`config.mk`:
```
export PLATFORM = sky130hd
export DESIGN_NAME = ccff_chain_loader_flat
export DESIGN_NICKNAME = d
export VERILOG_FILES = /design/src/rtl/ccff_chain_loader_if.sv /design/src/rtl/ccff_chain_loader.sv /design/src/flat_wrapper.sv
export SDC_FILE = /design/constraint.sdc
export NUM_CORES = 1
export LEC_CHECK = 0
export CORE_UTILIZATION = 52
export DETAILED_ROUTE_END_ITERATION = 6
export PLACE_DENSITY = 0.89
export SLEW_MARGIN = 30
export SYNTH_ARGS = -nofsm -noshare
export SYNTH_HDL_FRONTEND = slang
export SYNTH_SLANG_ARGS = --single-unit
```
`constraint.sdc`:
```
create_clock -name prog_clk -period 2.2 [get_ports prog_clk]
set_clock_uncertainty 0.15 [all_clocks]
set_input_delay 0.44 -clock prog_clk [delete_from_list [all_inputs] [get_ports prog_clk]]
set_output_delay 0.44 -clock prog_clk [all_outputs]
set_load 0.03 [all_outputs]
```
`src/rtl/ccff_chain_loader_if.sv`:
```
// Bitstream word handshake between the bitstream source (master) and the ccff loader (slave).
interface ccff_chain_loader_if #(
    parameter int unsigned DATA_W = 8
);
    logic [DATA_W-1:0] bs_data;
    logic              bs_valid;
    logic              bs_ready;

    modport master (
        output bs_data,
        output bs_valid,
        input  bs_ready
    );

    modport slave (
        input  bs_data,
        input  bs_valid,
        output bs_ready
    );
endinterface

```
`src/rtl/ccff_chain_loader.sv`:
```
// Serializes bitstream words LSB-first into a fixed-length ccff chain and counts the ones
// returned on the chain tail as a readback checksum of the previous contents.
module ccff_chain_loader #(
    parameter int unsigned  CHAIN_LEN = 12,
    parameter int unsigned  DATA_W    = 8,
    localparam int unsigned CNT_W     = $clog2(CHAIN_LEN + 1)
) (
    input  logic               prog_clk,
    input  logic               pReset,
    input  logic               start,
    input  logic               abort,
    ccff_chain_loader_if.slave bs,
    output logic               ccff_head,
    output logic               ccff_shift_en,
    input  logic               ccff_tail,
    output logic               busy,
    output logic               done,
    output logic               err,
    output logic [CNT_W-1:0]   tail_ones
);

    typedef enum logic [1:0] {
        StIdle,
        StFetch,
        StShift,
        StDone
    } state_e;

    state_e             state_q, state_d;
    logic [DATA_W-1:0]  sr_q, sr_d;
    logic [CNT_W-1:0]   nbits_q, nbits_d;
    logic [CNT_W-1:0]   remaining_q, remaining_d;
    logic [CNT_W-1:0]   tail_ones_q, tail_ones_d;
    logic               err_q, err_d;

    always_ff @(posedge prog_clk or posedge pReset) begin
        if (pReset) begin
            state_q     <= StIdle;
            sr_q        <= '0;
            nbits_q     <= '0;
            remaining_q <= '0;
            tail_ones_q <= '0;
            err_q       <= 1'b0;
        end else begin
            state_q     <= state_d;
            sr_q        <= sr_d;
            nbits_q     <= nbits_d;
            remaining_q <= remaining_d;
            tail_ones_q <= tail_ones_d;
            err_q       <= err_d;
        end
    end

    always_comb begin
        state_d     = state_q;
        sr_d        = sr_q;
        nbits_d     = nbits_q;
        remaining_d = remaining_q;
        tail_ones_d = tail_ones_q;
        err_d       = err_q;

        unique case (state_q)
            StIdle: begin
                if (start) begin
                    remaining_d = CNT_W'(CHAIN_LEN);
                    tail_ones_d = '0;
                    err_d       = 1'b0;
                    state_d     = StFetch;
                end
            end
            StFetch: begin
                if (abort) begin
                    err_d   = 1'b1;
                    state_d = StIdle;
                end else if (bs.bs_valid) begin
                    sr_d = bs.bs_data;
                    // The last word may be partial; its upper bits are never shifted out.
                    if (32'(remaining_q) >= DATA_W) begin
                        nbits_d = CNT_W'(DATA_W);
                    end else begin
                        nbits_d = remaining_q;
                    end
                    state_d = StShift;
                end
            end
            StShift: begin
                if (abort) begin
                    err_d   = 1'b1;
                    state_d = StIdle;
                end else begin
                    sr_d        = sr_q >> 1;
                    nbits_d     = nbits_q - CNT_W'(1);
                    remaining_d = remaining_q - CNT_W'(1);
                    if (ccff_tail && (tail_ones_q != CNT_W'(CHAIN_LEN))) begin
                        tail_ones_d = tail_ones_q + CNT_W'(1);
                    end
                    if (nbits_q == CNT_W'(1)) begin
                        state_d = (remaining_q == CNT_W'(1)) ? StDone : StFetch;
                    end
                end
            end
            StDone: begin
                state_d = StIdle;
            end
            default: begin
                state_d = StIdle;
            end
        endcase
    end

    // Outputs decode flopped state only, so no input reaches the chain combinationally.
    assign bs.bs_ready     = (state_q == StFetch);
    assign ccff_shift_en   = (state_q == StShift);
    assign ccff_head       = ccff_shift_en & sr_q[0];
    assign busy            = (state_q != StIdle);
    assign done            = (state_q == StDone);
    assign err             = err_q;
    assign tail_ones       = tail_ones_q;

endmodule

```
`src/flat_wrapper.sv`:
```
// flat-port wrapper written by rule: the top's interface ports become plain ports
module ccff_chain_loader_flat 
#(
    parameter int unsigned  CHAIN_LEN = 12,
    parameter int unsigned  DATA_W    = 8,
    localparam int unsigned CNT_W     = $clog2(CHAIN_LEN + 1)
)
  (prog_clk, pReset, start, abort, ccff_head, ccff_shift_en, ccff_tail, busy, done, err, tail_ones, bs_bs_data, bs_bs_valid, bs_bs_ready);
  ccff_chain_loader_if #(.DATA_W(DATA_W)) bs_i ();
  input  logic prog_clk;
  input  logic pReset;
  input  logic start;
  input  logic abort;
  output logic ccff_head;
  output logic ccff_shift_en;
  input  logic ccff_tail;
  output logic busy;
  output logic done;
  output logic err;
  output logic [CNT_W-1:0] tail_ones;
  input wire logic [$bits(bs_i.bs_data)-1:0] bs_bs_data;
  input wire logic [$bits(bs_i.bs_valid)-1:0] bs_bs_valid;
  output wire logic [$bits(bs_i.bs_ready)-1:0] bs_bs_ready;
  assign bs_i.bs_data = bs_bs_data;
  assign bs_i.bs_valid = bs_bs_valid;
  assign bs_bs_ready = bs_i.bs_ready;
  ccff_chain_loader #(.CHAIN_LEN(CHAIN_LEN), .DATA_W(DATA_W)) u_core (.prog_clk(prog_clk), .pReset(pReset), .start(start), .abort(abort), .bs(bs_i), .ccff_head(ccff_head), .ccff_shift_en(ccff_shift_en), .ccff_tail(ccff_tail), .busy(busy), .done(done), .err(err), .tail_ones(tail_ones));
endmodule
```
==> results.yml <==
clock_tree:
  cts_tree: "yes"
  clockBufferDepth: 2
  clock-root-buffer: "clkbuf_4"
  cts_bufs_inserted: 3
  postCtsHoldBufs: 0
  cts_h_tree_depth: 1
  clock_sink_count: 23
  clock_latency_ns: 0.30
  clkTransAtPathRegs_ns: 0.13
critical_path:
  crit_path_start_kind: "flip-flop"
  critical_path.startpoint: "u_core.state_q[0]"
  flop_to_flop_setup_slack_ns: 0.25
  cell_class_contributing_the_biggest_share_of_worst_path_delay: "buffers and inverters"
  setup.worst_path.end: "done"
  worst_path_max_delay_cell: "clkdlybuf4s50_1"
  path_cells: "ha_1 > clkdlybuf4s50_1"
  cp_slowest_stage_delay_ns: 0.66
  path_buf_inv: 1
  worst_r2r_endpoint: "u_core.tail_ones[2]"
  critical_path_arrival_ns: 1.52
  wp_depth: 2
  worst_ep_required_time_ns: 1.61
  cp_max_fo: 3
  worst-r2r-cell-count: 7
  reg2reg_from: "u_core.state_q[0]"
  endpoint_kind: "primary output"
  crit_type: "reg -> out"
drt:
  vias: 1158
  initialDrtViolationCount: 32
  wirelength_um: 2968
  route.detailed.drc: 0
  vias_per_std_cell: 5.567
  detailedRoute.firstPassIterationCount: 4
  wl_per_cell_um: 14.27
  drt.antenna.violating_nets: 0
global_route:
  pin_count_of_the_biggest_net_entering_global_routing: 19
  grt_use_met2_pct: 40.56
  antenna_found_initial: 0
  grt-busiest-layer: "met2"
  first_pass_grt_wire_length_um: 4850
  grt_remaining_overflow: 0
  global_routing_met3_resource_utilization_pct: 3.611
  grt.met1_usage_pct: 27.67
  number_of_global_route_vias_before_repair: 1134
  grt_util_all_layers_pct: 22.67
final_layout:
  stdcell_area_um2: 1747
  nets: 204
  insertedDiodeCount: 0
  syn_to_final_growth_pct: 20.24
  final_non_filler_cell_total: 208
  drive_gt1_share_pct: 12.92
  final-seq-area_um2: 575.6
  area_of_combinational_cells_with_multiple_inputs_um2: 785.8
  n_fill_cell: 198
pwr:
  total_leakage_power_nw: 0.7764
  vdd_ir_drop_max_v: 0.0008694
  power_density_nw_per_um2: 1322
logic_synthesis:
  compound_cell_area_share_of_the_yosys_netlist_pct: 14.13
  yosys_warnings: 0
  ys_seq_elements: 23
  synth_top_cells_by_area: "dfrtp_1, mux2i_1, ha_1"
  synth_xor_xnor_area_share_pct: 1.206
  synth.cell_area_um2: 1453
  synth.top_cell.area_share_pct: 39.62
  syn_area_per_cell_um2: 9.620
  synthArstFlopShare_pct: 100.0
  synthMostInstantiatedCell: "dfrtp_1"
  seq_area_frac_synth_pct: 39.62
  synthesis.nets: 176
  synth-main-ff-cell: "dfrtp_1"
  syn_inst: 151
  yosysTopAreaCell: "dfrtp_1"
  synth_cell_types: 38
  synth_commonest_cells: "dfrtp_1, nand2_1, mux2i_1"
  synth_enable_flop_cells: 0
  proportion_of_synthesized_area_in_mux_cells_pct: 9.647
  post_synth_adder_cell_area_pct: 9.475
  largest_family_of_logic_cells_by_synthesized_area: "simple AND/OR/NAND/NOR gates"
  yosys.area_share.simple_pct: 19.47
sta:
  holdWs_ns: 0.2245
  fin_crit_ns: 2.107
  maxSlewViolCount: 0
  final_min_period_over_clock_period_pct: 95.79
  setup-tns-final_ns: 0
  finalSetupViolCount: 0
  tightest_slew_ns: 0.3774
  max_freq_mhz: 474.5
  grt_setup_unrepaired: "no"
  report.final.hold_viol_count: 0
  maxSlewHeadroom_pct: 74.51
die:
  die_w_um: 54.86
  start_util_pct: 56.58
  top_level_ports: 24
  die-height_um: 54.86
  coreArea_um2: 2567
  die-area_um2: 3009
  fp-row-count: 18
placement:
  numPortBuffers: 23
  placed_instance_area_um2: 1712
  dpl.cell_count: 204
  hpwl_um: 2268
  place.gp.congestion: 0.8940
run_status:
  status: "finished clean"
flow_run:
  maxCapViolations: 0
worst_hold_path:
  holdCritPathClass: "in -> async"
## layout by cell type, fill, tap and decap left out, drive strengths merged, types with 2 or more instances in the layout
master,n
a21o,2
a21oi,8
buf,8
clkbuf,3
clkdlybuf4s50,19
dfrtp,23
dlygate4sd2,2
ha,11
inv,12
mux2i,14
nand2,20
nand2b,4
nand3,3
nand4,2
nor2,7
nor2b,3
nor3,7
o21ai,12
o22a,2
or2,2
## state kept, by name, summed over array words and instances, names as in the netlist
register and count:
u_core.sr_q 8, u_core.tail_ones 4, u_core.state_q 2, u_core.nbits_q 4, u_core.remaining_q 4, u_core.err 1
## worst min path at each step
stage,end
5_1_grt,u_core.sr_q[0]
3_5_place_dp,u_core.sr_q[4]
3_3_place_gp,u_core.sr_q[0]
2_1_floorplan,u_core.err
6_report,u_core.sr_q[3]
4_1_cts,u_core.sr_q[0]
## power by group
part / internal (mW) / switching (mW) / total [mW]
Sequential: 0.595 / 0.127 / 0.722
Combinational: 0.585 / 0.809 / 1.39
Clock: 0.0678 / 0.125 / 0.193
Total: 1.25 / 1.06 / 2.31
## layer usage
layer | part of all wire (%) | up-vias
met4 | 0.27 | 0
met5 | 0 | -
met1 | 43 | 565
met2 | 53 | 23
li1 | - | 568
met3 | 3.2 | 2
## final cells by class
class,instances,area share [%]
Multi-Input combinational cell,110,44.99
Sequential cell,23,32.95
Timing Repair Buffer,29,15.76
Inverter,12,2.579
Tap cell,30,2.149
Clock buffer,3,1.289
Clock inverter,1,0.2865
## cell families (layout without fill, tap and decap cells)
logic type | count (synthesis) | count (layout)
and+or+nand+nor | 54 | 54
AOI/OAI and AO/OA | 29 | 29
DFF | 23 | 23
buffers and inverters | 18 | 45
muxes | 14 | 14
adders and majority gates | 11 | 11
xor gates and xnor gates | 2 | 2
## what timing repair did
item,in CTS,in global routing
endpoints found under the setup margin,3,1
resized for setup,3,3
buffers inserted,0,0
## through the flow
step | setup WS (ns) | utilization (%) | power (mW)
detailed placement | 0.07428 | 66.67 | 2.123
global placement | 0.2045 | 66.67 | 2.037
floorplan | 0.03703 | - | 1.784
finish | 0.09273 | 68.03 | 2.308
global route | 0.01352 | 68.03 | 2.515
CTS | 0.03077 | 67.79 | 2.310
Note: power is estimated with default switching activity, not from simulation.
